===== config.mk =====
export PLATFORM = sky130hd
export DESIGN_NAME = pyramid_reader
export DESIGN_NICKNAME = d
export VERILOG_FILES = /design/src/rtl/pyramid_reader.sv
export SDC_FILE = /design/constraint.sdc
export NUM_CORES = 1
export LEC_CHECK = 0
export CAP_MARGIN = 20
export CELL_PAD_IN_SITES_DETAIL_PLACEMENT = 0
export CELL_PAD_IN_SITES_GLOBAL_PLACEMENT = 1
export CORE_MARGIN = 4
export CORE_UTILIZATION = 35
export CTS_BUF_LIST = sky130_fd_sc_hd__clkbuf_16
export DETAILED_ROUTE_END_ITERATION = 7
export PLACE_DENSITY_LB_ADDON = 0.1
export SYNTH_ARGS = -nofsm -noshare
export SYNTH_HDL_FRONTEND = slang
export SYNTH_SLANG_ARGS = --single-unit
export TNS_END_PERCENT = 5

===== constraint.sdc =====
create_clock -name clk -period 2.8 [get_ports clk]
set_input_delay 0.56 -clock clk [delete_from_list [all_inputs] [get_ports clk]]
set_output_delay 0.56 -clock clk [all_outputs]
set_load 0.005 [all_outputs]

===== src/rtl/pyramid_reader.sv =====
// Coarse-to-fine read-back of the three pyramid level buffers (L2, L1, L0), streamed over valid/ready.
// Optional PYR_LVL_MASK_EN adds lvl_mask[2:0] to skip individual levels.
module pyramid_reader #(
  parameter int IMG_W  = 16,
  parameter int IMG_H  = 16,
  parameter int PIX_W  = 8,
  parameter int ADDR_W = 8
) (
  input  logic              clk,
  input  logic              reset,
  input  logic              start,
`ifdef PYR_LVL_MASK_EN
  input  logic [2:0]        lvl_mask,
`endif
  output logic              busy,
  output logic              done,
  output logic [1:0]        mem_lvl,
  output logic [ADDR_W-1:0] mem_addr,
  output logic              mem_rd,
  input  logic [PIX_W-1:0]  mem_rdata,
  output logic [PIX_W-1:0]  pix_out,
  output logic              pix_valid,
  input  logic              pix_ready,
  output logic [1:0]        pix_lvl,
  output logic              pix_eol,
  output logic              pix_eof
);

  // state | meaning
  // IDLE  | waiting for start
  // RD_L2 | issuing reads of level 2 (IMG_W/4 x IMG_H/4)
  // RD_L1 | issuing reads of level 1 (IMG_W/2 x IMG_H/2)
  // RD_L0 | issuing reads of level 0 (IMG_W x IMG_H)
  // DRAIN | all reads issued, waiting for in-flight read and FIFO to empty
  typedef enum logic [2:0] {IDLE, RD_L2, RD_L1, RD_L0, DRAIN} state_t;

  localparam int CW = $clog2(IMG_W);
  localparam int RW = $clog2(IMG_H);
  localparam int EW = PIX_W + 4;

  state_t          state_q, state_d;
  logic [CW-1:0]   col_q, col_d, col_max;
  logic [RW-1:0]   row_q, row_d, row_max;
  logic            inflight_q, inflight_d;
  logic [3:0]      inf_mark_q, inf_mark_d;
  logic [EW-1:0]   out_q, out_d, skid_q, skid_d, new_ent;
  logic [1:0]      cnt_q, cnt_d;
  logic            done_q, done_d;
  logic [2:0]      skip_q, skip_d, skip_in;
  logic [1:0]      cur_lvl;
  logic [2:0]      occ;
  logic            is_rd, pop, push, col_last, lvl_last;

`ifdef PYR_LVL_MASK_EN
  assign skip_in = lvl_mask;
`else
  assign skip_in = 3'b000;
`endif

  function automatic state_t lvl_state(input int l);
    case (l)
      2:       lvl_state = RD_L2;
      1:       lvl_state = RD_L1;
      default: lvl_state = RD_L0;
    endcase
  endfunction

  // Highest non-skipped level strictly below 'below'; DRAIN when none remain.
  function automatic state_t first_lvl(input logic [2:0] skip, input int below);
    first_lvl = DRAIN;
    for (int l = 0; l < 3; l++) begin
      if (l < below && !skip[l]) first_lvl = lvl_state(l);
    end
  endfunction

  always_comb begin
    case (state_q)
      RD_L1:   cur_lvl = 2'd1;
      RD_L0:   cur_lvl = 2'd0;
      default: cur_lvl = 2'd2;
    endcase
  end

  assign is_rd    = (state_q == RD_L2) || (state_q == RD_L1) || (state_q == RD_L0);
  assign col_max  = CW'((IMG_W >> cur_lvl) - 1);
  assign row_max  = RW'((IMG_H >> cur_lvl) - 1);
  assign col_last = (col_q == col_max);
  assign lvl_last = col_last && (row_q == row_max);

  always_comb begin
    case (cur_lvl)
      2'd0:    mem_addr = (ADDR_W'(row_q) << CW) + ADDR_W'(col_q);
      2'd1:    mem_addr = (ADDR_W'(row_q) << (CW - 1)) + ADDR_W'(col_q);
      default: mem_addr = (ADDR_W'(row_q) << (CW - 2)) + ADDR_W'(col_q);
    endcase
  end

  // A pop in the same cycle frees its slot, which keeps 1 pixel/cycle with ready high.
  assign pop     = (cnt_q != 2'd0) && pix_ready;
  assign push    = inflight_q;
  assign occ     = {1'b0, cnt_q} + {2'b00, inflight_q};
  assign mem_rd  = is_rd && ((occ < 3'd2) || (pop && (occ == 3'd2)));
  assign mem_lvl = cur_lvl;
  assign new_ent = {inf_mark_q, mem_rdata};

  always_comb begin
    out_d      = out_q;
    skid_d     = skid_q;
    cnt_d      = cnt_q;
    inflight_d = mem_rd;
    inf_mark_d = {cur_lvl, col_last, lvl_last};
    case (cnt_q)
      2'd0: begin
        if (push) begin
          out_d = new_ent;
          cnt_d = 2'd1;
        end
      end
      2'd1: begin
        if (push && pop) begin
          out_d = new_ent;
        end else if (pop) begin
          cnt_d = 2'd0;
        end else if (push) begin
          skid_d = new_ent;
          cnt_d  = 2'd2;
        end
      end
      default: begin
        if (pop) begin
          out_d = skid_q;
          if (push) skid_d = new_ent;
          else      cnt_d  = 2'd1;
        end
      end
    endcase
  end

  always_comb begin
    state_d = state_q;
    col_d   = col_q;
    row_d   = row_q;
    done_d  = 1'b0;
    skip_d  = skip_q;
    case (state_q)
      IDLE: begin
        // A start landing on the done cycle belongs to the finished frame and is dropped.
        if (start && !done_q) begin
          skip_d = skip_in;
          if (first_lvl(skip_in, 3) == DRAIN) done_d  = 1'b1;
          else                                state_d = first_lvl(skip_in, 3);
        end
      end
      RD_L2, RD_L1, RD_L0: begin
        if (mem_rd) begin
          if (col_last) begin
            col_d = '0;
            row_d = lvl_last ? '0 : row_q + 1'b1;
          end else begin
            col_d = col_q + 1'b1;
          end
          if (lvl_last) state_d = first_lvl(skip_q, int'(cur_lvl));
        end
      end
      DRAIN: begin
        if (cnt_d == 2'd0 && !inflight_d) begin
          state_d = IDLE;
          done_d  = 1'b1;
        end
      end
      default: state_d = IDLE;
    endcase
  end

  always_ff @(posedge clk or negedge reset) begin
    if (!reset) begin
      state_q    <= IDLE;
      col_q      <= '0;
      row_q      <= '0;
      inflight_q <= 1'b0;
      inf_mark_q <= '0;
      out_q      <= '0;
      skid_q     <= '0;
      cnt_q      <= 2'd0;
      done_q     <= 1'b0;
      skip_q     <= 3'b000;
    end else begin
      state_q    <= state_d;
      col_q      <= col_d;
      row_q      <= row_d;
      inflight_q <= inflight_d;
      inf_mark_q <= inf_mark_d;
      out_q      <= out_d;
      skid_q     <= skid_d;
      cnt_q      <= cnt_d;
      done_q     <= done_d;
      skip_q     <= skip_d;
    end
  end

  assign busy      = (state_q != IDLE);
  assign done      = done_q;
  assign pix_valid = (cnt_q != 2'd0);
  assign pix_out   = out_q[PIX_W-1:0];
  assign pix_eof   = out_q[PIX_W];
  assign pix_eol   = out_q[PIX_W+1];
  assign pix_lvl   = out_q[PIX_W+3:PIX_W+2];

endmodule

==> flow_summary_export.csv <==
group,metric,value,unit
critical_path,ff2ff_path_depth,8,
sta,grt_setup_unrepaired,"false",
routing,drtIter0Drc,65,
worst_hold_path,hp-class,"in -> async",
yosys,synth-seq-area-share,0.467,
critical_path,critical_path.reg2reg.endpoint,"state_q[2]",
layout,layout-drive-gt1-share,0.184,
yosys,yosys-top-cells-count,"43 x sky130_fd_sc_hd__dfrtp_1, 24 x sky130_fd_sc_hd__nor2_1, 21 x sky130_fd_sc_hd__a21oi_1",
die,floorplan.rows,29,
sta,tns,0,ns
sta,finalClockSkew,0.00616,ns
clock_tree,clock_tree_buf_depth,2,
yosys,asyncSetResetFlopFracSynth,1.00,
critical_path,worst-endpoint-required,2.24,ns
power_and_ir_drop,power.share.combinational,0.485,
yosys,synthDominantCellAreaShare,0.467,
sta,max_slew_margin,0.736,
sta,min_period_over_period,0.969,
sta,clock.fmax,0.369,GHz
routing,post_drt_via_cell_ratio,4.91,
sta,maxSlewViolCount,0,
die,effective_utilization_at_floorplan,0.361,
layout,fill_cells,618,
placement,routabilityCongestion,0.797,
clock_tree,clkLatencyLatePin,0.28,ns
die,die_w,89.2,um
global_routing,maximum_number_of_pins_on_one_net_before_global_route_repair,44,
critical_path,critical_path.startpoint,"inflight_q",
yosys,netlist.top_cell.by_area,"sky130_fd_sc_hd__dfrtp_1",
placement,dpl.cell_count,334,
critical_path,ff2ff_setup_slack,0.47,ns
critical_path,data_arrival_time_of_the_critical_path,2.15,ns
clock_tree,numClockSinks,43,
power_and_ir_drop,power.density_cell_area,1130,nW/um^2
flow_run,maxCapViolCount,0,
global_routing,grt_antenna_before_repair,0,
layout,post_layout_nonfiller_instances,343,
yosys,yosysWarningCount,0,
clock_tree,root_buffer,"sky130_fd_sc_hd__clkbuf_16",
critical_path,reg2reg_from,"inflight_q",
critical_path,worstSetupStartpointType,"register",
power_and_ir_drop,total_power,0.00338,W
clock_tree,cts_htree_levels,2,
clock_tree,tritoncts,"done",
placement,detailed_place_hpwl,3.43,mm
clock_tree,tritoncts.num_buffers,5,
die,design.core.area,6390,sq um
power_and_ir_drop,power.switching,0.00117,W
placement,placement.io_buffers,37,
critical_path,end_kind,"primary output",
power_and_ir_drop,share_seq_of_total_power,0.319,
power_and_ir_drop,leakage,1.37,nW
global_routing,grt_pass1_vias,1678,
yosys,number_of_enable_type_register_cells_in_the_synthesized_netlist,0,
sta,worst_pin_slew,0.395,ns
yosys,ys_types,40,
sta,final_hold_viol_count,0,
yosys,synthesis.area_per_instance,10.5,sq um
sta,timing.hold.ws,0.179,ns
run_status,run_status,"complete, no violations",
routing,routed_length_per_instance,13.8,um
layout,area_growth,29.6,%
die,die_height,89.2,um
critical_path,crit_end,"mem_rd",
sta,setup_viol,0,
global_routing,grt.total_usage,0.132,
sta,period_needed,2.71,ns
global_routing,gr-total-overflow,0,
critical_path,critPathKind,"reg -> out",
yosys,number_of_flip_flops_and_latches_in_the_synthesized_netlist,43,
power_and_ir_drop,p_clk_frac,0.196,
power_and_ir_drop,worst_ir_drop_on_vdd,0.000475,V
yosys,synthesis.area,2310,sq um
power_and_ir_drop,cell_internal_pwr,0.00221,W
clock_tree,clkSlewWorstSetupHoldPaths,0.06,ns
global_routing,grt_first_pass_wirelength,8.07,mm
die,design.die.area,7950,sq um
routing,num_vias,1683,
layout,finalNetCount,294,
yosys,dominantRegCellSynth,"sky130_fd_sc_hd__dfrtp_1",
power_and_ir_drop,power.switching_fraction,0.345,
critical_path,critical_path_peak_fanout,6,
yosys,synth.top_cells.by_area,"sky130_fd_sc_hd__dfrtp_1 47%, sky130_fd_sc_hd__ha_1 8.7%, sky130_fd_sc_hd__mux2i_1 6.9%",
yosys,synthMostInstantiatedCell,"sky130_fd_sc_hd__dfrtp_1",
routing,dr.pass1.iters,4,
routing,ant_nets,0,
yosys,postSynthCellCount,220,
layout,diodes,0,
yosys,synth.net_count,249,
die,pin_count,38,
routing,drt_drc_violations_left,0,
routing,routed_wl,4.74,mm
-- what timing repair did --
| item | 4_1_cts | 5_1_grt |
|---|---|---|
| setup buffers | 0 | 0 |
| hold buffers | 0 | 0 |
| gates resized for setup | 0 | 11 |
| endpoints found under the setup margin | 0 | 5 |
-- state kept, by name, summed over array words and instances, names as in the netlist --
signal,count
cnt_q,2
col_q,4
done,1
inf_mark_q,4
inflight_q,1
out_q,12
row_q,4
skid_q,12
state_q,3
-- stage by stage --
step           utilization  setup slack, ns  instance area (sq um)
3_3_place_gp         0.436            0.238                   2780
4_1_cts              0.462           0.0363                   2950
3_5_place_dp         0.436            0.253                   2780
2_1_floorplan            -            0.418                   2310
6_report             0.468           0.0881                   2990
5_1_grt              0.468          0.00128                   2990
-- power by group through the flow --
stage / clock network [W] / registers, W / logic [W]
4_1_cts: 0.000680 / 0.00108 / 0.00169
5_1_grt: 0.000715 / 0.00112 / 0.00187
2_1_floorplan: 0 / 0.00105 / 0.00104
3_5_place_dp: 0 / 0.00109 / 0.00167
6_report: 0.000663 / 0.00108 / 0.00164
3_3_place_gp: 0 / 0.00108 / 0.00167
-- worst max-delay path, cell delays in order (launching register included) --
cell and delay, ns:
sky130_fd_sc_hd__dfrtp_2 0.44, sky130_fd_sc_hd__ha_1 0.22, sky130_fd_sc_hd__inv_1 0.06, sky130_fd_sc_hd__ha_1 0.22
sky130_fd_sc_hd__and4bb_2 0.24, sky130_fd_sc_hd__o211a_1 0.24, sky130_fd_sc_hd__clkdlybuf4s50_1 0.46
-- final cells by class --
| type | count | area, sq um | area share |
|---|---|---|---|
| Clock buffer | 5 | 125 | 0.0419 |
| Clock inverter | 3 | 43.8 | 0.0147 |
| Inverter | 14 | 52.6 | 0.0176 |
| Multi-Input combinational cell | 152 | 1110 | 0.373 |
| Sequential cell | 43 | 1080 | 0.363 |
| Tap cell | 77 | 96.3 | 0.0322 |
| Timing Repair Buffer | 49 | 473 | 0.158 |
-- logic make-up after synthesis --
family,after synthesis,share of synthesized area
muxes,29,0.133
adders and majority gates,17,0.0955
buffers and inverters,25,0.0526
xor gates and xnor gates,5,0.0190
DFF,43,0.467
and+or+nand+nor,61,0.126
AOI/OAI and AO/OA,40,0.107
-- how the worst min path moves through the flow --
stage / to / slack [ns] / cells past startpoint
5_1_grt: out_q[9] / 0.20 / 1
2_1_floorplan: cnt_q[0] / 0.26 / 0
4_1_cts: out_q[9] / 0.48 / 1
6_report: col_q[1] / 0.18 / 1
3_5_place_dp: skid_q[11] / 0.49 / 1
3_3_place_gp: skid_q[1] / 0.49 / 1
-- layout by cell type, fill, tap and decap left out, types with 2 or more instances in the layout --
master / count
sky130_fd_sc_hd__dfrtp_2: 7
sky130_fd_sc_hd__nor2_1: 23
sky130_fd_sc_hd__o22ai_1: 4
sky130_fd_sc_hd__dlymetal6s2s_1: 2
sky130_fd_sc_hd__a21oi_1: 21
sky130_fd_sc_hd__mux2_2: 13
sky130_fd_sc_hd__or3_1: 3
sky130_fd_sc_hd__nand2b_1: 2
sky130_fd_sc_hd__xnor2_1: 4
sky130_fd_sc_hd__dfrtp_1: 36
sky130_fd_sc_hd__mux2i_1: 16
sky130_fd_sc_hd__nand3_1: 6
sky130_fd_sc_hd__buf_4: 11
sky130_fd_sc_hd__clkdlybuf4s50_1: 34
sky130_fd_sc_hd__ha_1: 16
sky130_fd_sc_hd__inv_1: 13
sky130_fd_sc_hd__nor3_1: 3
sky130_fd_sc_hd__clkbuf_16: 5
sky130_fd_sc_hd__nand2_1: 15
sky130_fd_sc_hd__o21ai_0: 4
-- metal layers --
layer | vias up | GRT usage | routed length (um)
met2 | 27 | 0.208 | 2200
met4 | 0 | 0.0447 | 66
met1 | 803 | 0.178 | 2290
met3 | 5 | 0.0332 | 188
li1 | 848 | - | -
met5 | - | 0 | 0
No activity file was read; power rests on OpenSTA's default activity.
